$ cat src/rtl/red_pitaya_daisy_align_pkg.sv
// rtl/red_pitaya_daisy_align_pkg.sv - shared daisy-link constants and aligner state encoding
package red_pitaya_daisy_align_pkg;

   // Link word width on both the TX serializer and RX deserializer side
   localparam int unsigned WORD_W = 16;

   // Training word the far-end transmitter repeats while in training mode
   localparam logic [WORD_W-1:0] DAISY_TRAIN_PAT = 16'h00FF;

   // Aligner FSM states
   typedef enum logic [1:0] {
      ST_IDLE    = 2'd0,
      ST_HUNT    = 2'd1,
      ST_CONFIRM = 2'd2,
      ST_LOCKED  = 2'd3
   } daisy_state_e;

endpackage

$ cat src/rtl/red_pitaya_daisy_align.sv
// rtl/red_pitaya_daisy_align.sv - daisy-link RX word aligner (slip hunt, lock confirm, aligned pass-through)
module red_pitaya_daisy_align
   import red_pitaya_daisy_align_pkg::*;
#(
   parameter logic [WORD_W-1:0] TRAIN_PAT = DAISY_TRAIN_PAT,
   parameter int unsigned       MATCH_N   = 8,
   parameter int unsigned       ERR_W     = 16
) (
   input  logic              par_clk_i,
   input  logic              par_rstn_i,
   input  logic              cfg_en_i,
   input  logic              cfg_train_i,
   input  logic              stat_clr_i,
   input  logic              raw_dv_i,
   input  logic [WORD_W-1:0] raw_dat_i,
   output logic              par_dv_o,
   output logic [WORD_W-1:0] par_dat_o,
   output logic              cfg_trained_o,
   output logic [3:0]        stat_slip_o,
   output logic [ERR_W-1:0]  stat_err_o
);

   // Pick 16 bits out of {previous word, current word} starting at bit 'slip'
   function automatic logic [WORD_W-1:0] window(input logic [2*WORD_W-1:0] cat,
                                                input logic [3:0]          slip);
      return cat[slip +: WORD_W];
   endfunction

   daisy_state_e      state_q, state_d;
   logic [3:0]        slip_q, slip_d;
   logic [7:0]        match_q, match_d;
   logic              trained_q, trained_d;
   logic [WORD_W-1:0] prev_q, prev_d;
   logic              train_prev_q, train_prev_d;
   logic [ERR_W-1:0]  err_q, err_d;
   logic              par_dv_q, par_dv_d;
   logic [WORD_W-1:0] par_dat_q, par_dat_d;

   logic [WORD_W-1:0] aligned;
   logic              is_match;
   logic              train_rise;
   logic              err_inc;

   assign aligned    = window({prev_q, raw_dat_i}, slip_q);
   assign is_match   = (aligned == TRAIN_PAT);
   assign train_rise = cfg_train_i & ~train_prev_q;

   // Next-state logic: slip hunt, match confirmation, locked error counting / data pass
   always_comb begin
      state_d      = state_q;
      slip_d       = slip_q;
      match_d      = match_q;
      trained_d    = trained_q;
      prev_d       = raw_dv_i ? raw_dat_i : prev_q;
      train_prev_d = cfg_train_i;
      par_dv_d     = 1'b0;
      par_dat_d    = par_dat_q;
      err_inc      = 1'b0;

      if (!cfg_en_i) begin
         state_d   = ST_IDLE;
         slip_d    = 4'd0;
         match_d   = 8'd0;
         trained_d = 1'b0;
         par_dat_d = '0;
      end else begin
         unique case (state_q)
            ST_IDLE: begin
               if (cfg_train_i) state_d = ST_HUNT;
            end
            ST_HUNT, ST_CONFIRM: begin
               if (!cfg_train_i) begin
                  state_d = ST_IDLE;
                  slip_d  = 4'd0;
                  match_d = 8'd0;
               end else if (raw_dv_i) begin
                  if (!is_match) begin
                     // Mismatch anywhere in hunt/confirm: try the next rotation
                     state_d = ST_HUNT;
                     slip_d  = slip_q + 4'd1;
                     match_d = 8'd0;
                  end else if (state_q == ST_HUNT) begin
                     state_d = ST_CONFIRM;
                     match_d = 8'd1;
                  end else begin
                     match_d = match_q + 8'd1;
                     if (match_q + 8'd1 == 8'(MATCH_N)) begin
                        state_d   = ST_LOCKED;
                        trained_d = 1'b1;
                     end
                  end
               end
            end
            ST_LOCKED: begin
               if (train_rise) begin
                  // Retrain from the current slip rather than from zero
                  state_d   = ST_HUNT;
                  trained_d = 1'b0;
                  match_d   = 8'd0;
               end else if (raw_dv_i) begin
                  if (cfg_train_i) begin
                     err_inc = ~is_match;
                  end else begin
                     par_dv_d  = 1'b1;
                     par_dat_d = aligned;
                  end
               end
            end
            default: state_d = ST_IDLE;
         endcase
      end

      if (stat_clr_i)
         err_d = '0;
      else if (err_inc && (err_q != {ERR_W{1'b1}}))
         err_d = err_q + ERR_W'(1);
      else
         err_d = err_q;
   end

   // State and output registers, cleared asynchronously
   always_ff @(posedge par_clk_i or negedge par_rstn_i) begin
      if (!par_rstn_i) begin
         state_q      <= ST_IDLE;
         slip_q       <= 4'd0;
         match_q      <= 8'd0;
         trained_q    <= 1'b0;
         prev_q       <= '0;
         train_prev_q <= 1'b0;
         err_q        <= '0;
         par_dv_q     <= 1'b0;
         par_dat_q    <= '0;
      end else begin
         state_q      <= state_d;
         slip_q       <= slip_d;
         match_q      <= match_d;
         trained_q    <= trained_d;
         prev_q       <= prev_d;
         train_prev_q <= train_prev_d;
         err_q        <= err_d;
         par_dv_q     <= par_dv_d;
         par_dat_q    <= par_dat_d;
      end
   end

   assign par_dv_o      = par_dv_q;
   assign par_dat_o     = par_dat_q;
   assign cfg_trained_o = trained_q;
   assign stat_slip_o   = slip_q;
   assign stat_err_o    = err_q;

endmodule

$ cat config.mk
export PLATFORM = sky130hd
export DESIGN_NAME = red_pitaya_daisy_align
export DESIGN_NICKNAME = d
export VERILOG_FILES = /design/src/rtl/red_pitaya_daisy_align_pkg.sv /design/src/rtl/red_pitaya_daisy_align.sv
export SDC_FILE = /design/constraint.sdc
export NUM_CORES = 1
export LEC_CHECK = 0
export BUFFER_PORTS_ARGS = -buffer_cell sky130_fd_sc_hd__buf_2
export CORE_MARGIN = 4
export CORE_UTILIZATION = 50
export DETAILED_ROUTE_END_ITERATION = 16
export GPL_TIMING_DRIVEN = 0
export PLACE_DENSITY = 0.71
export SLEW_MARGIN = 20
export SYNTH_ARGS = -nofsm -noshare
export SYNTH_HDL_FRONTEND = slang
export SYNTH_SLANG_ARGS = --single-unit
$ cat constraint.sdc
create_clock -name par_clk_i -period 4.97 [get_ports par_clk_i]
set_clock_uncertainty 0.15 [all_clocks]
set_input_delay 0.497 -clock par_clk_i [delete_from_list [all_inputs] [get_ports par_clk_i]]
set_output_delay 0.497 -clock par_clk_i [all_outputs]
set_load 0.03 [all_outputs]
Word level (Yosys, flattened, before mapping) --
Cells that the tools add are included.
Word-level totals: input bits 22, register bits 65, output and inout port bits 38
Operators by class: bitwise operators 3, $add $sub $neg 3, equal/unequal tests 23, shift-type cells 1, reduce and logical (&&, ||, !) cells 9, muxes and demuxes 46
Operators with widths (count):
- 2-to-1 mux 16 bit | 7
- 2-to-1 mux 8 bit | 6
- indexed part select 32 x 5 -> 16 bit | 1
- != test 3 bit (second input constant) | 8
- 2-to-1 mux 4 bit | 5
- 2-to-1 mux 1 bit | 17
- adder 16 x 1 -> 16 bit (second input constant) | 1
- equality test 16 x 8 -> 1 bit (second input constant) | 1
- 2-to-1 mux 2 bit | 8
- != test 16 bit (second input constant) | 1
- case mux 8 bit (2 select lines) | 1
- adder 8 x 1 -> 8 bit (second input constant) | 1
- equality test 8 x 4 -> 1 bit (second input constant) | 1
- AND reduction 4 bit | 2
- AND reduction 7 bit | 1
- != test 2 x 1 -> 1 bit (second input constant) | 3
- != test 6 bit (second input constant) | 1
- case mux 2 bit (3 select lines) | 1
- AND reduction 3 bit | 2
- adder 4 x 1 -> 4 bit (second input constant) | 1
- equality test 2 bit (second input constant) | 2
- != test 2 bit (second input constant) | 2
- != test 4 bit (second input constant) | 1
- != test 3 x 1 -> 1 bit (second input constant) | 1
- 9 further kinds | 10

Depth between registers and ports, before layout --
depth after elaboration 11, depth in mapped cells 12, mapped depth without buffers 9

Worst setup path before layout --
OpenSTA, ideal clock, no wires.
path kind register to register, start register slip_q[1], in the netlist stat_slip_o[1], end register err_q[11], in the netlist stat_err_o[11], path buffers 4, path slack 1.654 ns, library setup time 0.128 ns, stages on the path, launching flop included 12, clock period less this slack 3.316 ns, arrival 3.039 ns, cell sequence dfrtp_1 -> buf_6 -> buf_2 -> buf_4 -> mux4_2 -> a31oi_1 -> a211oi_1 -> o22a_1 -> and2_4 -> buf_6 -> nor4b_1 -> mux2_1
On the way: word-level cells in the longest chain between the ends 10
Ends and longest elaborated chain:
- start, declared | RTL line red_pitaya_daisy_align.sv:30 | logic [3:0] slip_q, slip_d;
- start signal, assigned | RTL line red_pitaya_daisy_align.sv:135 | slip_q <= slip_d;
- indexed part select 32 x 5 -> 16 bit | RTL line red_pitaya_daisy_align.sv:26 | return cat[slip +: WORD_W];
- equality test 16 x 8 -> 1 bit | RTL line red_pitaya_daisy_align.sv:45 | assign is_match = (aligned == TRAIN_PAT);
- NOT 1 bit | RTL line red_pitaya_daisy_align.sv:102 | err_inc = ~is_match;
- 2-to-1 mux 1 bit | RTL line red_pitaya_daisy_align.sv:101 | if (cfg_train_i) begin
- 2-to-1 mux 1 bit | RTL line red_pitaya_daisy_align.sv:100 | end else if (raw_dv_i) begin
- 2-to-1 mux 1 bit | RTL line red_pitaya_daisy_align.sv:95 | if (train_rise) begin
- 2-to-1 mux 1 bit | RTL line red_pitaya_daisy_align.sv:67 | unique case (state_q)
- 2-to-1 mux 1 bit | RTL line red_pitaya_daisy_align.sv:60 | if (!cfg_en_i) begin
- logical AND 1 bit | RTL line red_pitaya_daisy_align.sv:115 | else if (err_inc && (err_q != {ERR_W{1'b1}}))
- nonzero test 2 bit (no line)
- end signal, assigned | RTL line red_pitaya_daisy_align.sv:140 | err_q <= err_d;
- end, declared | RTL line red_pitaya_daisy_align.sv:35 | logic [ERR_W-1:0] err_q, err_d;
No other way between the ends. A chain may end at the register's enable or synchronous reset.

Worst setup path in the final report --
start register slip_q[2], in the netlist stat_slip_o[2], end register err_q[13], in the netlist stat_err_o[13]
Same word-level chain as after synthesis.

==> run summary <==
The run gives 1.21 mW as the overall power of the completed layout. The synthesized netlist occupies a cell area of 4520 sq um. The maximum buffer depth of the clock tree came out at 2. For this run, the number of standard cells in the final layout without fillers is 652. The worst path needs 3.70 ns of the cycle, external delays included. The post-placement setup slack was 1.34 ns. For this run, the detailed router's first-pass iteration total came to 5. The number of setup violations in the final report was 0. The run gives 0 as the number of warnings issued by yosys.

The master of the slowest instance on the critical path was o21ai_0. Sorting the synthesized cells by area gives the leading types as dfrtp_1 35%, mux4_2 11%, mux2_2 7.5%, nand2_1 5.4%, mux2i_1 4.0%. After synthesis, the largest area contributor takes up 35.5% of total cell area. On the critical path the largest part of the delay comes from compound AO/OA/AOI/OAI gates.

For the number of pins exceeding their max-slew limit in the final report, the log shows 0. The most prevalent standard cell on the critical path was buf_2. The post-synth net total is 498, and the final design utilization is 59.0%. Kind of end point of the critical path: a flop.

The dominant cell by count in the synthesized netlist was nand2_1. Number of buffer cells added on primary ports: 57. The number of clock buffers added by TritonCTS is 9. In this run the horizontal extent of the chip is 103 um.

After detailed routing, the number of vias per cell comes to 6.17. The run gives 0.35 ns as the insertion delay to the later sink of the worst-skew pair. Once the clock tree was built, the resizer swapped 0 gates to a different size. After filler insertion, the fill cell instance count of the layout stands at 753.

The logs give 51.5% for the initial cell density of the core and 2.27 nW for the leakage power figure. Counting instances in the post-synthesis netlist gives the leading cell types as 65 x nand2_1, 64 x dfrtp_1, 38 x nor2_1, 30 x mux2_2, 24 x o21ai_0. The register bit total from synthesis was 64; the mean routed wirelength per cell was 18.1 um. CTS placed an instance of clkbuf_8 at the clock tree root. The die is 103 um tall. The core area is 8760 sq um. The count of inserted antenna diode cells is 0, and the full die area is 10600 sq um.

The logs give 0.982 for the routability-driven placement congestion ratio and 1 for the number of buffers inserted for hold repair after clock tree synthesis. For this block, the routed nets add up to 11.8 mm of wire. Of the available clock period, the critical path in the final layout requires 74.5%. STA classifies the critical path startpoint as a flop.

Setup repair after global routing left no endpoint under its margin. For the post-synthesis cell count, the log shows 469. The run gives 61 as the post-synthesis cell type count. After routing the design area is 5170 sq um. The kind of path behind the tightest hold check is primary input to flop. For the worst hold margin, the log shows 0.162 ns.

Across the run, the number of max-cap violations was 0. Cells with a size suffix above 1 make up 27.8% of the layout. CTS built an H-tree with a depth of 3. Of all flip-flops after synthesis, the portion carrying an async set or reset was 100%. The clock-pin slew on the worst setup and hold paths is 0.09 ns.

The tools report the largest net degree at the start of global routing as 39. Each instance of the synthesized netlist takes up on average 9.63 sq um. For the number of DRC markers after the initial detailed-route iteration, the log shows 242. Timing would allow up to 270 MHz. The number of synthesized flops with an enable pin came out at 0. On the worst path, the slowest cell contributes a delay of 0.43 ns.

The number of antenna violations at the first check in global routing was 0. For the maximum VDD drop, the log shows 0.000108 V. The wire length of the first global-routing pass was 19.7 mm; the half-perimeter wire length of the detailed placement result was 8.86 mm.

The number of global-route vias before repair was 3954; the aggregate negative setup slack was 0 ns. Counting both buffers and inverters, the worst setup path holds a total of 4. The detail route stage leaves a number of antenna-violating nets equal to 0. The flow ran to the end, and the final reports show no timing, DRC or antenna violations. The placed instances occupy a cell area of 4960 sq um. The most frequently used flop master after synthesis was dfrtp_1. The run gives 60 as the boundary pin count.

At the pin with the least slew margin, the transition time is 0.666 ns. Data on the critical path is required at its endpoint by 5.07 ns. The logs give 0 for the setup fix buffers added after clock tree synthesis and 35.5% for the sequential-to-total area share from yosys stat. TritonCTS built the clock tree.

In this run, placement finished with an instance count of 635. The global routing usage summed across all routing layers is 23.6%, and the total congestion overflow is 0. Summing over every cut layer, the via total after detailed routing is 4023. Clock tree synthesis found a total of 64 sinks. Cell accounting for the most synthesized area: dfrtp_1. Data on the critical path arrives at its endpoint at 3.80 ns. The normalized max-slew margin is 55.6%, and the layout net count is 568. Across all setup checks in the final design, the least slack found is 1.27 ns.

The worst setup path is of the flop to flop kind. The floorplan has 34 rows. In the routed design, unresolved DRC markers number 0. For the total count of hold-check failures in the final report, the log shows 0.

Compared with the post-synthesis result, the final layout area differs by 14.5%. Walking the worst path, the cells encountered are buf_2, buf_4, buf_2, mux2_2, o21ai_0, a211oi_1, o22a_1, and2_4, buf_6, nor4_1, mux2_1. The highest fanout seen on the critical path came out at 10.

Power spread over the standard cell area amounts to 235 nW/um^2.
[path summary, 6_finish.rpt]
check,start,to,slack [ns],depth (start not counted)
min in group asynchronous,par_rstn_i,prev_q[2],0.45,2
max in group asynchronous,par_rstn_i,stat_slip_o[0],3.71,3
min,cfg_train_i,train_prev_q,0.16,1
min reg2reg,par_dat_o[9],par_dat_o[9],0.31,2
max,stat_slip_o[2],stat_err_o[13],1.27,11
max reg2reg,stat_slip_o[2],stat_err_o[13],1.27,11
[worst reg2reg max path, cell delays in order (launching register included)]
cell and delay, ns:
dfrtp_1 0.37, buf_2 0.21, buf_4 0.23, buf_2 0.30, mux2_2 0.37, o21ai_0 0.43
a211oi_1 0.13, o22a_1 0.32, and2_4 0.20, buf_6 0.14, nor4_1 0.39, mux2_1 0.36
[sequential cells by signal, summed over array words and instances (netlist names)]
signal,count
cfg_trained_o,1
stat_err_o,16
stat_slip_o,4
par_dat_o,16
train_prev_q,1
prev_q,15
match_q,8
par_dv_o,1
state_q,2
[power breakdown]
part / total [mW] / leakage, nW / internal [mW] / switching, mW
Clock: 0.468 / 0.0925 / 0.236 / 0.232
Combinational: 0.193 / 1.32 / 0.0803 / 0.113
Sequential: 0.552 / 0.856 / 0.535 / 0.0177
Total: 1.21 / 2.27 / 0.851 / 0.363
[cell usage in the layout (no fill, tap or decap), drive strengths merged, types with 4 or more instances in the layout]
cell type and n:
o22ai 6, nand2 65, nand3 18, ha 7, clkbuf 24, a22o 4, nor4b 4, a21oi 19
mux2i 18, and3 6, o211ai 10, nand2b 9, nand4 6, nor2 38, mux4 22, inv 14
a31oi 5, nor3 7, dfrtp 64, nor4 8, mux2 36, nor2b 10, o21ai 25, buf 72
[logic make-up (layout without fill, tap and decap cells)]
| logic type | after synthesis | in the layout | share of synthesized area, % |
|---|---|---|---|
| AND/OR/NAND/NOR | 187 | 187 | 20.6 |
| XOR/XNOR | 2 | 2 | 0.388 |
| multiplexers | 76 | 76 | 24.0 |
| buffers and inverters | 43 | 118 | 4.63 |
| flip-flops | 64 | 64 | 35.5 |
| AO/OA/AOI/OAI | 90 | 90 | 13.0 |
| adder cells (fa/ha/maj) | 7 | 7 | 1.94 |
[cell type report]
class | count | area (sq um) | share of cell area [%]
inverter | 14 | 52.6 | 1.02
multi-input combinational | 362 | 2710 | 52.3
buffer | 29 | 156 | 3.02
timing repair buffer | 59 | 318 | 6.14
clock buffer | 9 | 124 | 2.39
sequential | 64 | 1600 | 31.0
clock inverter | 7 | 78.8 | 1.52
tap | 108 | 135 | 2.61
[per-layer routing]
layer | track usage [%] | wire (um)
met5 | 0 | 0
met4 | 8.37 | 209
met3 | 5.28 | 721
met2 | 36.0 | 5530
met1 | 33.2 | 5360
(Power assumes the default switching activity.)
